**src/rtl/motor_start_scheduler.sv**
```systemverilog
// motor_start_scheduler
// Round-robin arbiter that lends one shared start-up monitor (x/y sensors,
// f/g outputs) to NCH motor channels, one start-up session at a time.
// A session issues a start pulse and waits for the x pattern 1,0,1. It then
// checks y for up to two cycles with the motor run-enabled. It ends with a
// one-cycle done strobe carrying the pass/fail result. Passing channels get
// a sticky run flag.
//
// Build option:
//   MOTOR_SCHED_TIMEOUT_EN  - when defined, a cycle counter aborts x-sequence
//                             detection after TIMEOUT cycles with pass=0.
//                             When undefined, detection waits indefinitely.
module motor_start_scheduler #(
  parameter int NCH     = 4,
  parameter int TIMEOUT = 16
) (
  input  logic           clk,
  input  logic           reset,
  input  logic [NCH-1:0] req,
  input  logic           x,
  input  logic           y,
  output logic [NCH-1:0] grant,
  output logic           f,
  output logic           g,
  output logic           done,
  output logic           pass,
  output logic [NCH-1:0] run
);

  localparam int PW = (NCH > 1) ? $clog2(NCH) : 1;

  localparam logic [2:0] ST_IDLE  = 3'd0;
  localparam logic [2:0] ST_PULSE = 3'd1;
  localparam logic [2:0] ST_S0    = 3'd2;
  localparam logic [2:0] ST_S1    = 3'd3;
  localparam logic [2:0] ST_S10   = 3'd4;
  localparam logic [2:0] ST_G1    = 3'd5;
  localparam logic [2:0] ST_G2    = 3'd6;
  localparam logic [2:0] ST_DONE  = 3'd7;

  logic [2:0]     state_q, state_d;
  logic [PW-1:0]  ptr_q, ptr_d;
  logic [PW-1:0]  gidx_q, gidx_d;
  logic [NCH-1:0] grant_q, grant_d;
  logic           pass_q, pass_d;
  logic [NCH-1:0] run_q, run_d;
  logic [NCH-1:0] run_clr, run_set;

  logic [PW-1:0]  cand_idx [NCH];
  logic [NCH-1:0] pick_onehot;
  logic [PW-1:0]  pick_idx;
  logic           pick_found;
  logic [PW-1:0]  ptr_after;
  logic           expired;

  // Candidate channel order: the pointer first, then upward with wrap.
  genvar gi;
  generate
    for (gi = 0; gi < NCH; gi++) begin : g_cand
      assign cand_idx[gi]    = PW'((int'(ptr_q) + gi) % NCH);
      assign pick_onehot[gi] = pick_found && (pick_idx == PW'(gi));
      assign run_d[gi]       = run_set[gi] | (run_q[gi] & ~run_clr[gi]);
    end
  endgenerate

  // Select the requester with the smallest offset from the pointer.
  always_comb begin
    pick_found = 1'b0;
    pick_idx   = '0;
    for (int i = NCH - 1; i >= 0; i--) begin
      if (req[cand_idx[i]]) begin
        pick_found = 1'b1;
        pick_idx   = cand_idx[i];
      end
    end
  end

  // The channel after the granted one becomes the next search start.
  assign ptr_after = (gidx_q == PW'(NCH - 1)) ? '0 : gidx_q + 1'b1;

`ifdef MOTOR_SCHED_TIMEOUT_EN
  logic [7:0] cnt_q, cnt_d;
  logic       in_detect;

  assign in_detect = (state_q == ST_S0) || (state_q == ST_S1) || (state_q == ST_S10);
  assign expired   = in_detect && (cnt_q == 8'(TIMEOUT - 1));

  // Detection cycle counter: restarts as S0 is entered, counts while detecting.
  always_comb begin
    cnt_d = cnt_q;
    if (state_q == ST_PULSE) begin
      cnt_d = '0;
    end else if (in_detect) begin
      cnt_d = cnt_q + 8'd1;
    end
  end

  // Counter register.
  always_ff @(posedge clk) begin
    if (reset) begin
      cnt_q <= '0;
    end else begin
      cnt_q <= cnt_d;
    end
  end
`else
  assign expired = 1'b0;
`endif

  // Session sequencing, arbitration and result capture.
  always_comb begin
    state_d = state_q;
    ptr_d   = ptr_q;
    gidx_d  = gidx_q;
    grant_d = grant_q;
    pass_d  = pass_q;
    run_clr = '0;
    run_set = '0;
    case (state_q)
      ST_IDLE: begin
        grant_d = '0;
        if (pick_found) begin
          state_d = ST_PULSE;
          gidx_d  = pick_idx;
          grant_d = pick_onehot;
          pass_d  = 1'b0;
          run_clr = pick_onehot;
        end
      end
      ST_PULSE: state_d = ST_S0;
      ST_S0: begin
        if (expired) begin
          state_d = ST_DONE;
          pass_d  = 1'b0;
        end else if (x) begin
          state_d = ST_S1;
        end
      end
      ST_S1: begin
        if (expired) begin
          state_d = ST_DONE;
          pass_d  = 1'b0;
        end else if (!x) begin
          state_d = ST_S10;
        end
      end
      ST_S10: begin
        // A completed pattern beats a timeout landing on the same cycle.
        if (x) begin
          state_d = ST_G1;
        end else if (expired) begin
          state_d = ST_DONE;
          pass_d  = 1'b0;
        end else begin
          state_d = ST_S0;
        end
      end
      ST_G1: begin
        if (y) begin
          pass_d  = 1'b1;
          state_d = ST_DONE;
        end else begin
          state_d = ST_G2;
        end
      end
      ST_G2: begin
        pass_d  = y;
        state_d = ST_DONE;
      end
      ST_DONE: begin
        if (pass_q) begin
          run_set = grant_q;
        end
        ptr_d   = ptr_after;
        grant_d = '0;
        state_d = ST_IDLE;
      end
      default: state_d = ST_IDLE;
    endcase
  end

  // State registers.
  always_ff @(posedge clk) begin
    if (reset) begin
      state_q <= ST_IDLE;
      ptr_q   <= '0;
      gidx_q  <= '0;
      grant_q <= '0;
      pass_q  <= 1'b0;
      run_q   <= '0;
    end else begin
      state_q <= state_d;
      ptr_q   <= ptr_d;
      gidx_q  <= gidx_d;
      grant_q <= grant_d;
      pass_q  <= pass_d;
      run_q   <= run_d;
    end
  end

  // In IDLE the pending pick is shown so a grant leads f by one cycle.
  assign grant = (state_q == ST_IDLE) ? pick_onehot : grant_q;
  assign f     = (state_q == ST_PULSE);
  assign g     = (state_q == ST_G1) || (state_q == ST_G2);
  assign done  = (state_q == ST_DONE);
  assign pass  = (state_q == ST_DONE) && pass_q;
  assign run   = run_q;

endmodule
```
**config.mk**
```make
export PLATFORM = sky130hd
export DESIGN_NAME = motor_start_scheduler
export DESIGN_NICKNAME = d
export VERILOG_FILES = /design/src/rtl/motor_start_scheduler.sv
export SDC_FILE = /design/constraint.sdc
export NUM_CORES = 1
export LEC_CHECK = 0
export ABC_AREA = 1
export CAP_MARGIN = 10
export CORE_MARGIN = 2
export CORE_UTILIZATION = 42
export DETAILED_ROUTE_END_ITERATION = 16
export GPL_ROUTABILITY_DRIVEN = 1
export PLACE_DENSITY = 0.63
export SETUP_SLACK_MARGIN = 0.05
export SLEW_MARGIN = 20
export SYNTH_ARGS = -nofsm -noshare
export SYNTH_HDL_FRONTEND = slang
export SYNTH_SLANG_ARGS = --single-unit
export TNS_END_PERCENT = 30
```
**constraint.sdc**
```tcl
create_clock -name clk -period 3.76 [get_ports clk]
set_input_delay 0.752 -clock clk [delete_from_list [all_inputs] [get_ports clk]]
set_output_delay 0.752 -clock clk [all_outputs]
set_load 0.01 [all_outputs]
```
==> metrics.log, run 1 <==
[metrics] maximum fanout encountered on the critical timing path: 5
[metrics] number of global-route vias before repair: 920
[metrics] final wirelength: 2.35 mm
[metrics] number of iterations in the first detailed-routing pass: 4
[metrics] fill cell instance count of the final layout: 246
[metrics] cts bufs inserted: 3
[metrics] Die Footprint: 2980 µm²
[metrics] Final Setup Violations: 0
[metrics] count of nets left with antenna violations after detail routing: 0
[metrics] critical setup path kind: input port to output pin
[metrics] root buffer cell: clkbuf_4
[metrics] layout cell share with drive strength beyond 1: 0.251
[metrics] CP required: 3.01 ns
[metrics] Die Wd: 54.6 µm
[metrics] final setup TNS: 0 ns
[metrics] flip-flop and latch count after synthesis: 16
[metrics] Total Nets Final: 185
[metrics] total clock sinks: 16
[metrics] Setup crit start kind: input port
[metrics] post-synth top area cell: dfxtp_1
[metrics] min Tclk post-route: 3.51 ns
[metrics] sequential standard cell area: 320 µm²
[metrics] effective utilization at floorplan: 0.437
[metrics] unrepaired setup endpoints after global routing: no
[metrics] worst hold margin: 0.472 ns
[metrics] Static Leak: 0.564 nW
[metrics] Max VDD drop: 0.229 mV
[metrics] Clock transition at path regs: 0.10 ns
[metrics] Via Count: 1003
[metrics] number of distinct library cells after synthesis: 27
[metrics] synthesis-to-layout area growth: 23.2%
[metrics] power density over cell area: 347 nW/µm²
[metrics] Syn Area/Cell: 6.97 µm²
[metrics] first-pass GRT wire length: 3.91 mm
[metrics] final routed DRC violation total: 0
[metrics] initial antenna violation count: 0
[metrics] post-detailed-placement half-perimeter wirelength: 1.82 mm
[metrics] fraction of post-synthesis cell area in the top cell type by area: 0.298
[metrics] worst rel slew slack: 0.589
[metrics] worst-case clock skew: 0.00422 ns
[metrics] transition at the pin with the smallest max-transition slack: 0.616 ns
[metrics] worst min path class: flip-flop to flip-flop
[metrics] post-synth design cell area: 1070 µm²
[metrics] average detailed-routed wire length per instance: 11.5 µm
[metrics] Final period util: 0.933
[metrics] initial detailed-routing violation count: 15
[metrics] fin worst setup slack: 0.252 ns
[metrics] area inside the core boundary: 2450 µm²
[metrics] Die Height: 54.6 µm
[metrics] Ys Warns: 0
[metrics] GRT Util Overall: 0.179
[metrics] number of diodes: 0
[metrics] maximum number of buffers from clock root to sink: 2
[metrics] Row Count: 18
[metrics] area of the multi-input gates: 658 µm²
[metrics] Slew Viols, Final: 0
[metrics] buffers inserted during post-CTS setup optimization: 0
[metrics] top cells by area in the synthesized netlist: dfxtp_1 (30%), nand2_1 (13%), nand2_2 (8.7%)
[metrics] maximum frequency from static timing analysis: 0.285 GHz
[metrics] I/O pin count: 20
[metrics] Resized Gates After CTS: 0
[metrics] CTS tree: yes
[metrics] Syn Inst Count: 154
[metrics] worst slack, placed: 0.284 ns
[metrics] pin count of the biggest net entering global routing: 13
[metrics] number of vias per cell: 4.89
[metrics] hold violation total from the final report: 0
[metrics] endpoint kind of the worst setup timing path: output pin
[metrics] number of hold buffers added after cts: 0
[metrics] overflow left after global routing: 0
[metrics] outcome: complete, no violations
[metrics] count of maximum capacitance violations: 0
[metrics] # H-tree levels: 1
[metrics] number of buffers added on ports: 19
[metrics] arrival time reported for the critical path endpoint: 2.76 ns
[metrics] GPL Wtd Cong: 0.819
[metrics] sequential-to-total area share from yosys stat: 0.298
[metrics] syn nets: 163
[metrics] clock network latency to the later pin of the worst-skew pair: 0.28 ns
==> sequential cells by signal, indices dropped and copies added, names as in the netlist <==
signal and cells:
grant_q 4, run 4, state_q 3, gidx_q 2
ptr_q 2, pass_q 1
==> path summary, 6_finish.rpt <==
| path | to | cells past startpoint | slack [ns] | start |
|---|---|---|---|---|
| min | run[1]$_SDFF_PP0_ | 2 | 0.47 | run[1]$_SDFF_PP0_ |
| max reg2reg | run[3]$_SDFF_PP0_ | 11 | 1.89 | ptr_q[0]$_SDFFE_PP0P_ |
| max | grant[3] | 12 | 0.25 | req[3] |
| min reg2reg | run[1]$_SDFF_PP0_ | 2 | 0.47 | run[1]$_SDFF_PP0_ |
==> through the flow <==
step | total power, mW | util | instance area, µm² | cells
2_1_floorplan | 0.299 | - | 1070 | 154
3_3_place_gp | 0.345 | 0.524 | 1290 | 201
3_5_place_dp | 0.347 | 0.524 | 1290 | 201
4_1_cts | 0.461 | 0.539 | 1320 | 205
5_1_grt | 0.488 | 0.539 | 1320 | 205
6_report | 0.459 | 0.539 | 1320 | 205
==> report_power, final <==
part | leakage, nW | switching (mW) | total, mW | internal, mW
registers | 0.130 | 0.0120 | 0.194 | 0.182
clock network | 0.0210 | 0.0569 | 0.116 | 0.0588
logic | 0.413 | 0.0896 | 0.150 | 0.0599
total | 0.564 | 0.158 | 0.459 | 0.300
==> cells in the final DEF (no fill, tap or decap), drive strengths merged <==
cell type and n:
nor3 3, nand4 2, nand2 55, nand3 14, ha 1, dfxtp 16
clkdlybuf4s50 19, o211ai 1, a21oi 15, clkbuf 4, o32ai 1, inv 20
nor2 13, o21ai 11
==> worst max-delay path, stage by stage <==
cell and delay, ns:
clkdlybuf4s50_1 0.54, inv_1 0.07, nand2_2 0.07, nand3_1 0.13, nand2_2 0.10, inv_2 0.05, nand2_2 0.06, nand3_2 0.10
nand2_2 0.17, nand3_2 0.11, nand2_1 0.07, clkdlybuf4s50_1 0.53
==> cell usage after synthesis <==
master / number
o32ai_1: 1
inv_1: 14
nand2_4: 2
dfxtp_1: 16
nor2_2: 3
nor3_1: 1
a21oi_2: 2
o21ai_1: 3
nand4_1: 1
nor2_4: 2
nor2_1: 8
o21ai_0: 7
nand3_1: 8
o211ai_1: 1
a21oi_1: 13
buf_6: 1
nand3_2: 6
nand2_2: 15
inv_6: 1
o21ai_4: 1
inv_2: 5
clkbuf_1: 1
nor3_2: 1
nor3_4: 1
nand2_1: 38
ha_1: 1
nand4_2: 1
==> cell families (layout without fill, tap and decap cells) <==
family                   Yosys count  in the layout  share of synthesized area
flip-flops                        16             16                      0.298
AO/OA/AOI/OAI                     28             28                      0.154
buffers and inverters             22             43                     0.0886
AND/OR/NAND/NOR                   87             87                      0.448
adder cells (fa/ha/maj)            1              1                     0.0117
==> layer usage <==
metal / wire length (µm) / GRT usage
met4: 0 / 0.0250
met1: 1140 / 0.229
met2: 1140 / 0.319
met3: 69 / 0.0328
met5: 0 / 0
==> cell type report <==
cell class	count	share of cell area
Sequential cell	16	0.242
Clock buffer	4	0.0274
Inverter	20	0.0605
Timing Repair Buffer	19	0.144
Tap cell	30	0.0284
Multi-Input combinational cell	116	0.498
(Power assumes the default switching activity.)
==> run 2: changes to the inputs <==
--- a/config.mk
+++ b/config.mk
@@ -9,6 +9,7 @@
 export CAP_MARGIN = 10
 export CORE_MARGIN = 2
 export CORE_UTILIZATION = 42
+export CTS_BUF_LIST = sky130_fd_sc_hd__clkbuf_4 sky130_fd_sc_hd__clkbuf_8
 export DETAILED_ROUTE_END_ITERATION = 16
 export GPL_ROUTABILITY_DRIVEN = 1
 export PLACE_DENSITY = 0.63
==> results of run 2 <==
The final DEF is identical to that of run 1; final timing and power are the same.
